[src/rtl/axis_arb_pkg.sv]
// axis_arb_pkg: shared state type and default sizing for the packet arbiter
package axis_arb_pkg;
  typedef enum logic {IDLE = 1'b0, XFER = 1'b1} arb_state_e;
  localparam int DEF_N_SRC  = 4;
  localparam int DEF_DATA_W = 64;
  localparam int DEF_CFG_W  = 2;
  localparam int BEAT_CNT_W = 16;
endpackage

[src/rtl/axis_pkt_arbiter_rr_picker.sv]
// rr_picker: combinational round-robin search starting at ptr_i, wrapping at N-1
module rr_picker #(
  parameter int N = 4,
  parameter int W = $clog2(N)
) (
  input  logic [N-1:0] req_i,
  input  logic [W-1:0] ptr_i,
  output logic [N-1:0] gnt_o,
  output logic [W-1:0] idx_o,
  output logic         any_o
);
  logic [N-1:0] rot;
  logic [W-1:0] off;
  logic [W:0]   sum;
  // rotate so bit 0 is the source at ptr_i; lowest set bit is the winner offset
  assign rot = N'({req_i, req_i} >> ptr_i);
  always_comb begin
    off = '0;
    for (int i = N - 1; i >= 0; i--) if (rot[i]) off = W'(i);
  end
  assign sum   = {1'b0, ptr_i} + {1'b0, off};
  assign idx_o = (sum >= (W+1)'(N)) ? W'(sum - (W+1)'(N)) : sum[W-1:0];
  assign any_o = |req_i;
  assign gnt_o = any_o ? (N'(1) << idx_o) : '0;
endmodule

[src/rtl/axis_pkt_arbiter.sv]
// axis_pkt_arbiter: packet-locked round-robin merge of N AXI-Stream sources
module axis_pkt_arbiter
  import axis_arb_pkg::*;
#(
  parameter int N_SRC  = DEF_N_SRC,
  parameter int DATA_W = DEF_DATA_W,
  parameter int CFG_W  = DEF_CFG_W
) (
  input  logic                       clk_p,
  input  logic                       rst_p,
  input  logic [N_SRC*DATA_W-1:0]    src_tdata,
  input  logic [N_SRC-1:0]           src_tvalid,
  input  logic [N_SRC-1:0]           src_tlast,
  output logic [N_SRC-1:0]           src_tready,
  input  logic [N_SRC*CFG_W-1:0]     src_cfg,
  input  logic [N_SRC-1:0]           src_en,
  output logic [DATA_W-1:0]          m_axis_data,
  output logic                       m_axis_valid,
  output logic                       m_axis_last,
  input  logic                       m_axis_ready,
  output logic [CFG_W-1:0]           cfg,
  output logic [$clog2(N_SRC)-1:0]   grant_id,
  output logic                       busy,
  output logic                       pkt_done,
  output logic [BEAT_CNT_W-1:0]      beat_cnt
);
  localparam int IDX_W = $clog2(N_SRC);
  arb_state_e state_q, state_d;
  logic [IDX_W-1:0] grant_q, grant_d, rr_ptr_q, rr_ptr_d, win_idx;
  logic [N_SRC-1:0] win_gnt;
  logic [CFG_W-1:0] cfg_q, cfg_d, win_cfg;
  logic [BEAT_CNT_W-1:0] beat_q, beat_d;
  logic pkt_done_q, pkt_done_d, any_req, xfer, hs;
  logic [DATA_W-1:0] tdata_a [N_SRC];
  for (genvar s = 0; s < N_SRC; s++) begin : g_unpack
    assign tdata_a[s] = src_tdata[s*DATA_W +: DATA_W];
  end
  rr_picker #(.N(N_SRC), .W(IDX_W)) u_pick (
    .req_i(src_tvalid & src_en),
    .ptr_i(rr_ptr_q),
    .gnt_o(win_gnt),
    .idx_o(win_idx),
    .any_o(any_req)
  );
  always_comb begin
    win_cfg = '0;
    for (int i = 0; i < N_SRC; i++) win_cfg |= win_gnt[i] ? src_cfg[i*CFG_W +: CFG_W] : '0;
  end
  assign xfer         = (state_q == XFER);
  assign m_axis_data  = tdata_a[grant_q];
  assign m_axis_valid = xfer & src_tvalid[grant_q];
  assign m_axis_last  = xfer & src_tlast[grant_q];
  assign src_tready   = xfer ? (N_SRC'(m_axis_ready) << grant_q) : '0;
  assign hs           = m_axis_valid & m_axis_ready;
  // arbitration only from IDLE, so en/cfg changes mid-packet are ignored
  always_comb begin
    state_d    = state_q;
    grant_d    = grant_q;
    rr_ptr_d   = rr_ptr_q;
    cfg_d      = cfg_q;
    beat_d     = beat_q;
    pkt_done_d = 1'b0;
    if (!xfer && any_req) begin
      state_d  = XFER;
      grant_d  = win_idx;
      rr_ptr_d = (win_idx == IDX_W'(N_SRC - 1)) ? '0 : win_idx + 1'b1;
      cfg_d    = win_cfg;
      beat_d   = '0;
    end
    if (hs) begin
      beat_d     = (&beat_q) ? beat_q : beat_q + 1'b1;
      state_d    = m_axis_last ? IDLE : state_d;
      pkt_done_d = m_axis_last;
    end
  end
  always_ff @(posedge clk_p) begin
    if (rst_p) begin
      state_q    <= IDLE;
      grant_q    <= '0;
      rr_ptr_q   <= '0;
      cfg_q      <= '0;
      beat_q     <= '0;
      pkt_done_q <= 1'b0;
    end else begin
      state_q    <= state_d;
      grant_q    <= grant_d;
      rr_ptr_q   <= rr_ptr_d;
      cfg_q      <= cfg_d;
      beat_q     <= beat_d;
      pkt_done_q <= pkt_done_d;
    end
  end
  assign cfg      = cfg_q;
  assign grant_id = grant_q;
  assign busy     = xfer;
  assign pkt_done = pkt_done_q;
  assign beat_cnt = beat_q;
endmodule

[config.mk]
export PLATFORM = sky130hd
export DESIGN_NAME = axis_pkt_arbiter
export DESIGN_NICKNAME = d
export VERILOG_FILES = /design/src/rtl/axis_arb_pkg.sv /design/src/rtl/axis_pkt_arbiter_rr_picker.sv /design/src/rtl/axis_pkt_arbiter.sv
export SDC_FILE = /design/constraint.sdc
export NUM_CORES = 1
export LEC_CHECK = 0
export CAP_MARGIN = 25
export CORE_AREA = 3 3 142 144
export DETAILED_ROUTE_END_ITERATION = 8
export DIE_AREA = 0 0 145 147
export SLEW_MARGIN = 20
export SYNTH_ARGS = -nofsm -noshare
export SYNTH_HDL_FRONTEND = slang
export SYNTH_HIERARCHICAL = 1
export SYNTH_SLANG_ARGS = --single-unit
[constraint.sdc]
create_clock -name clk_p -period 3.9 [get_ports clk_p]
set_clock_uncertainty 0.1 [all_clocks]
set_input_delay 0.585 -clock clk_p [delete_from_list [all_inputs] [get_ports clk_p]]
set_output_delay 0.585 -clock clk_p [all_outputs]
set_load 0.01 [all_outputs]
### Word-level counts from Yosys, hierarchy flattened

Index checks and enable logic that the tools add are counted.

| storage, ports and cells | value |
|---|---|
| bits in registers | 24 |
| input bits | 279 |
| word-level logic and storage cells | 59 |

| cells by class | value |
|---|---|
| $add $sub $neg | 4 |
| $lt $le $gt $ge | 3 |
| equality and inequality tests | 2 |
| shift-type cells | 3 |
| muxes and demuxes | 25 |
| bitwise gates (word level) | 9 |
| reduce and logical (&&, ||, !) cells | 7 |

Operator list:

| kind | count |
|---|---|
| binary-select mux 64 bit (select 2 bit) | 1 |
| two-way mux 64 bit | 2 |
| two-way mux 16 bit | 3 |
| two-way mux 2 bit | 10 |
| adder 16 x 1 -> 16 bit, second input constant | 1 |
| AND reduction 16 bit | 1 |
| two-way mux 4 bit | 2 |
| >> shifter 8 x 2 -> 4 bit | 1 |
| greater-or-equal comparator 3 bit, second input constant | 2 |
| bitwise OR 2 bit | 3 |
| two-way mux 1 bit | 5 |
| AND 4 bit | 1 |
| binary-select mux 1 bit (select 2 bit) | 2 |
| OR reduction 4 bit | 1 |
| << shifter 1 x 2 -> 4 bit | 1 |
| << shifter 1 x 2 -> 4 bit, first input constant | 1 |
| adder 2 x 2 -> 3 bit | 1 |
| AND 1 bit | 3 |
| < comparator 2 x 3 -> 1 bit, second input constant | 1 |
| NOT 2 -> 3 bit | 1 |
| adder 2 x 1 -> 2 bit, second input constant | 1 |
| equality test 2 bit, second input constant | 1 |
| inequality test 2 bit, second input constant | 1 |
| AND reduction 2 bit | 1 |
| other kinds (6) | 6 |

### Longest topological paths before layout

| logic depth | value |
|---|---|
| depth after elaboration | 15 |
| mapped depth | 14 |
| depth with buffers taken out | 13 |

### Hierarchy

Netlist, hierarchy kept.

By module, submodules not included:

| module | times used | cells each | area each (sq um) |
|---|---|---|---|
| axis_pkt_arbiter | 1 | 236 | 2870.3 |
| rr_picker | 1 | 38 | 265.3 |

### Worst setup path before layout

OpenSTA, ideal clock, no wires.

| timing path | value |
|---|---|
| path kind | input to register |
| start point | input src_en[1] |
| end point | register cfg_q[1], in the netlist cfg[1] |
| library setup time | 91 ps |
| arrival time | 2314 ps |
| required time | 3709 ps |
| path slack | 1395 ps |
| stages on the path | 12 |
| path buffers | 1 |
| cell sequence | and2_1 > buf_6 > nor2b_1 > a21oi_1 > o211ai_1 > o21a_1 > ha_1 > xor2_1 > nand4_1 > a21oi_1 > a22oi_1 > a311oi_1 |

| between the ends | value |
|---|---|
| elaborated cells on any way between the ends | 21 |
| classes of those cells | add/sub: 2; order compare: 1; shift: 2; mux: 10; bitwise: 4; reduce/logical: 2 |

RTL lines:

| what | line | source |
|---|---|---|
| start: declaration | axis_pkt_arbiter.sv:16 | `input logic [N_SRC-1:0] src_en,` |
| AND 4 bit * | axis_pkt_arbiter.sv:39 | `.req_i(src_tvalid & src_en),` |
| >> shifter 8 x 2 -> 4 bit | axis_pkt_arbiter_rr_picker.sv:16 | `assign rot = N'({req_i, req_i} >> ptr_i);` |
| two-way mux 2 bit (4 in series) | axis_pkt_arbiter_rr_picker.sv:19 | `for (int i = N - 1; i >= 0; i--) if (rot[i]) off = W'(i);` |
| adder 2 x 2 -> 3 bit | axis_pkt_arbiter_rr_picker.sv:21 | `assign sum = {1'b0, ptr_i} + {1'b0, off};` |
| greater-or-equal comparator 3 bit / subtractor 2 x 1 -> 2 bit (equally long branches) | axis_pkt_arbiter_rr_picker.sv:22 | `assign idx_o = (sum >= (W+1)'(N)) ? W'(sum - (W+1)'(N)) : sum[W-1:0];` |
| two-way mux 2 bit | axis_pkt_arbiter_rr_picker.sv:22 |  |
| << shifter 1 x 2 -> 4 bit | axis_pkt_arbiter_rr_picker.sv:24 | `assign gnt_o = any_o ? (N'(1) << idx_o) : '0;` |
| two-way mux 4 bit * | axis_pkt_arbiter_rr_picker.sv:24 |  |
| net win_gnt[2] | axis_pkt_arbiter.sv:30 | `logic [N_SRC-1:0] win_gnt;` |
| two-way mux 2 bit * | axis_pkt_arbiter.sv:47 | `for (int i = 0; i < N_SRC; i++) win_cfg \|= win_gnt[i] ? src_cfg[i*CFG_W +: CFG_W] : '0;` |
| bitwise OR 2 bit * (2 in series) | axis_pkt_arbiter.sv:47 |  |
| end signal: assignment | axis_pkt_arbiter.sv:88 | `cfg_q <= cfg_d;` |
| end: declaration | axis_pkt_arbiter.sv:31 | `logic [CFG_W-1:0] cfg_q, cfg_d, win_cfg;` |

The timed path passes the listed nets; every way through them passes the cells marked *.
A chain may end at the register's enable or synchronous reset.

### Worst setup path in the final report

| timing path | value |
|---|---|
| start point | register grant_q[0], in the netlist grant_id[0] |
| end point | output m_axis_data[39] |

| between the ends | value |
|---|---|
| cells in the longest elaborated chain, start to end | 4 |

RTL lines:

| what | line | source |
|---|---|---|
| start: declaration | axis_pkt_arbiter.sv:29 | `logic [IDX_W-1:0] grant_q, grant_d, rr_ptr_q, rr_ptr_d, win_idx;` |
| start signal: assignment | axis_pkt_arbiter.sv:86 | `grant_q <= grant_d;` |
| NOT 2 -> 3 bit (implied by the code) | axis_pkt_arbiter.sv:50 | `assign m_axis_data = tdata_a[grant_q];` |
| binary-select mux 64 bit (select 2 bit) | axis_pkt_arbiter.sv:50 |  |
| two-way mux 64 bit (implied by the code) (2 in series) | axis_pkt_arbiter.sv:50 |  |
| end: declaration | axis_pkt_arbiter.sv:17 | `output logic [DATA_W-1:0] m_axis_data,` |

No other way between the ends. The select of a mux whose other input is x is not followed.

==> reports/qor.txt <==
status: finished clean
total number of vias: 4,175
start point of the worst min-delay path: cfg[1]$_SDFFE_PP0P_
number of top-level design ports: 371
Unique masters post-synth: 54
unrepaired setup endpoints after global routing: no
Syn Area/Cell: 11.44 sq um
routing usage on met3: 0.03825
antenna violations before repair: 6
DP Worst Slack: 0.6039 ns
Power Internal: 0.001375 W
effective utilization at floorplan: 0.1665
met1 demand-to-capacity share in global routing: 0.2113
Critical Path End Type: primary output
combinational share of power: 0.712
number of enable flip-flop cells after synthesis: 0
async set-reset flop share out of synthesis: 0
clock tree from TritonCTS: built
Die ar.: 0.02132 sq mm
cell family with most CP delay: buffers and inverters
multi-input combinational cell area: 0.002494 sq mm
detailed router's first-iteration violation count: 168
post-route DRC violation count: 0
largest net degree at the start of global routing: 38
Buffers & Inverters on Critical Path: 2
flip-flop and latch count after synthesis: 24
number of failing hold endpoints at the final stage: 0
GR Overflow Total: 0
Clk network pwr share: 0.115
most used routing layer in global routing: met2
Final Instance Area: 0.007184 sq mm
most frequent cells in the layout: 370 x sky130_fd_sc_hd__clkdlybuf4s50_1, 66 x sky130_fd_sc_hd__mux4_2, 22 x sky130_fd_sc_hd__dfxtp_1, 16 x sky130_fd_sc_hd__nand2_1, 13 x sky130_fd_sc_hd__nor2_1
crit path DAT: 2.43 ns
average wire per cell in the routed design: 22.13 um
vias in the first global route: 4,343
number of pins exceeding their max-slew limit in the final report: 0
number of nets in the synthesized netlist: 556
type of the worst setup path: register to primary output
fraction of layout instances using a drive strength above 1: 0.1376
maximum clock insertion buffer count: 2
wire length of the first global-routing pass: 28,520 um
sequential area share after synthesis: 0.1532
register area: 488.0 sq um
net switching component of the power: 0.0006991 W
number of nets in the final layout: 908
Core Area: 0.01883 sq mm
power density over cell area: 288.7 mW/mm^2
Post-synth top flop: sky130_fd_sc_hd__dfxtp_1
hold path endpoint: cfg[1]$_SDFFE_PP0P_
global-route total usage across every layer: 0.1714
leading cell type in the layout, fill and taps excluded: sky130_fd_sc_hd__clkdlybuf4s50_1
required time at the endpoint of the critical path: 3.21 ns
Maximum Capacitance Violations: 0
buffers added on ports: 370
longest individual stage delay on the worst path: 0.66 ns
crit path max fanout: 23
antenna viol nets, final: 0
number of clock sinks: 24
detailed-route vias per instance: 4.686
wirelength, routed: 19,710 um
reg-to-reg critical path endpoint: cfg[1]$_SDFFE_PP0P_
Final Critical Period: 3.116 ns
transition time of the tightest slew-check pin: 0.7655 ns
Sequential Power Share: 0.173
switching power share of the total: 0.3370
number of hold-repair buffers added at the cts stage: 0
leakage power: 2.373 nW
layout-stage area growth over the synthesis result: 129.1%
list of cells traversed by the critical path: buf_4, mux4_2, clkdlybuf4s50_1
floorplan die height: 147 um
clock-pin slew on the worst setup and hold paths: 0.06 ns
Inserted Clock Buffers: 3
Syn. warnings: 6
met2 Track Usage GR: 0.3005
H-tree depth reported by CTS: 1
width of the chip: 145 um
Fmax achieved: 320.9 MHz
Sum Neg Setup Slack: 0 ns
path class of the lowest-slack min-delay path: register to register
normalized max-slew margin: 0.4886
post-synthesis cell area: 0.003136 sq mm
cell row count: 50
# resized after CTS: 0
final worst slack: 0.7839 ns
# setup viols final: 0
first drt pass iteration count: 4
dpl hpwl: 17,290 um
GPL Wtd Cong: 0.9786
post-CTS setup buffer count: 0
master of the slowest instance on the critical path: sky130_fd_sc_hd__dfxtp_4
FILL cells: 1,826
cells after synthesis: 274
Max IR drop VDD: 0.2642 mV
reg2reg path depth: 10
cell at the root of the clock tree: sky130_fd_sc_hd__clkbuf_16
final cycle utilization of the critical path: 0.7990
start of the worst register-to-register path: rr_ptr_q[1]$_SDFFE_PP0P_
Placed Area: 0.007081 sq mm
WHS Path Cells: 2
clock latency of the later-clocked register in the worst-skew pair: 0.25 ns
startpoint type of the worst setup path: register
slack of the worst reg-to-reg path: 1.37 ns
[metal layers]
metal / wire (um) / share of wire / vias to the layer above
li1: - / - / 1871
met3: 1419 / 0.072 / 26
met4: 486 / 0.025 / 0
met1: 7802 / 0.40 / 2070
met5: 0 / 0 / -
met2: 10010 / 0.51 / 208
[flip-flops by register name, indices dropped and copies added (netlist names)]
name	cells
pkt_done	1
cfg	2
grant_id	2
beat_cnt	16
rr_ptr_q	2
busy	1
[cells by family after synthesis]
group / after synthesis / share of synthesized area
DFF: 24 / 0.1532
buffers and inverters: 31 / 0.05147
and+or+nand+nor: 87 / 0.1588
AOI/OAI and AO/OA: 58 / 0.1365
muxes: 66 / 0.4741
adders and majority gates: 3 / 0.01197
xor gates and xnor gates: 5 / 0.01397
[worst max-delay path by stage]
stage / start / to / slack [ns] / cells after the start
after floorplan: src_en[1] / cfg[1]$_SDFFE_PP0P_ / 1.39 / 12
final: grant_id[0]$_SDFFE_PP0P_ / m_axis_data[39] / 0.78 / 3
after CTS: grant_id[0]$_SDFFE_PP0P_ / m_axis_data[39] / 0.71 / 3
after global routing: src_tvalid[3] / cfg[0]$_SDFFE_PP0P_ / 0.55 / 12
after global placement: src_tvalid[1] / cfg[1]$_SDFFE_PP0P_ / 0.75 / 12
after detailed placement: src_tvalid[3] / cfg[1]$_SDFFE_PP0P_ / 0.60 / 12
[cells in the mapped netlist, drive strengths merged, types with 2 or more instances]
| library cell | instances | area [sq um] |
|---|---|---|
| ha | 3 | 37.54 |
| nor4 | 4 | 40.04 |
| nor2b | 4 | 25.02 |
| a41oi | 2 | 17.52 |
| xnor2 | 2 | 17.52 |
| and3 | 3 | 18.77 |
| inv | 4 | 15.01 |
| and2b | 2 | 15.01 |
| nor2 | 13 | 48.80 |
| nor3 | 5 | 25.02 |
| a31oi | 3 | 18.77 |
| a21oi | 11 | 55.05 |
| dfxtp | 24 | 480.5 |
| and3b | 3 | 26.28 |
| a311oi | 5 | 43.79 |
| a22o | 4 | 35.03 |
| nand2 | 16 | 60.06 |
| nand3 | 10 | 55.05 |
| o311ai | 2 | 17.52 |
| o21a | 4 | 31.28 |
| o21ai | 8 | 51.30 |
| a2111o | 2 | 22.52 |
| and2 | 7 | 43.79 |
| mux4 | 66 | 1486 |
| a211oi | 3 | 22.52 |
| a22oi | 4 | 30.03 |
| nand4 | 7 | 43.79 |
| xor2 | 3 | 26.28 |
| o211ai | 2 | 15.01 |
| clkbuf | 13 | 50.04 |
| nand2b | 4 | 25.02 |
| a31o | 3 | 26.28 |
| nor3b | 5 | 37.54 |
| buf | 14 | 96.34 |
[power by group through the flow]
stage	registers [W]	logic [W]	clock network, W
2_1_floorplan	0.000290	0.000758	0
3_3_place_gp	0.000367	0.00147	0
3_5_place_dp	0.000368	0.00149	0
4_1_cts	0.000363	0.00149	0.000249
5_1_grt	0.000372	0.00157	0.000259
6_report	0.000359	0.00148	0.000238
[area by class of cell]
class                           instances  area share
Antenna cell                            6    0.002090
Clock buffer                            4     0.01237
Inverter                                4    0.002090
Multi-Input combinational cell        219      0.3471
Sequential cell                        24     0.06792
Tap cell                              260     0.04528
Timing Repair Buffer                  374      0.5232
[tightest hold or removal path: cells and delay by family, from the launching register on]
family / cells / cell delay (ns)
flops: 1 / 0.32
simple gates: 1 / 0.10
compound gates: 1 / 0.05
[per-stage QoR]
stage	hold WS [ns]	utilization	power [W]	cells
after global routing	0.4642	0.3815	0.002204	891
final	0.4117	0.3815	0.002074	891
after CTS	0.4237	0.3807	0.002106	885
after floorplan	0.3577	-	0.001048	274
after global placement	0.4126	0.3760	0.001839	881
after detailed placement	0.4098	0.3760	0.001857	881
Power figures use the tool's default switching activity.
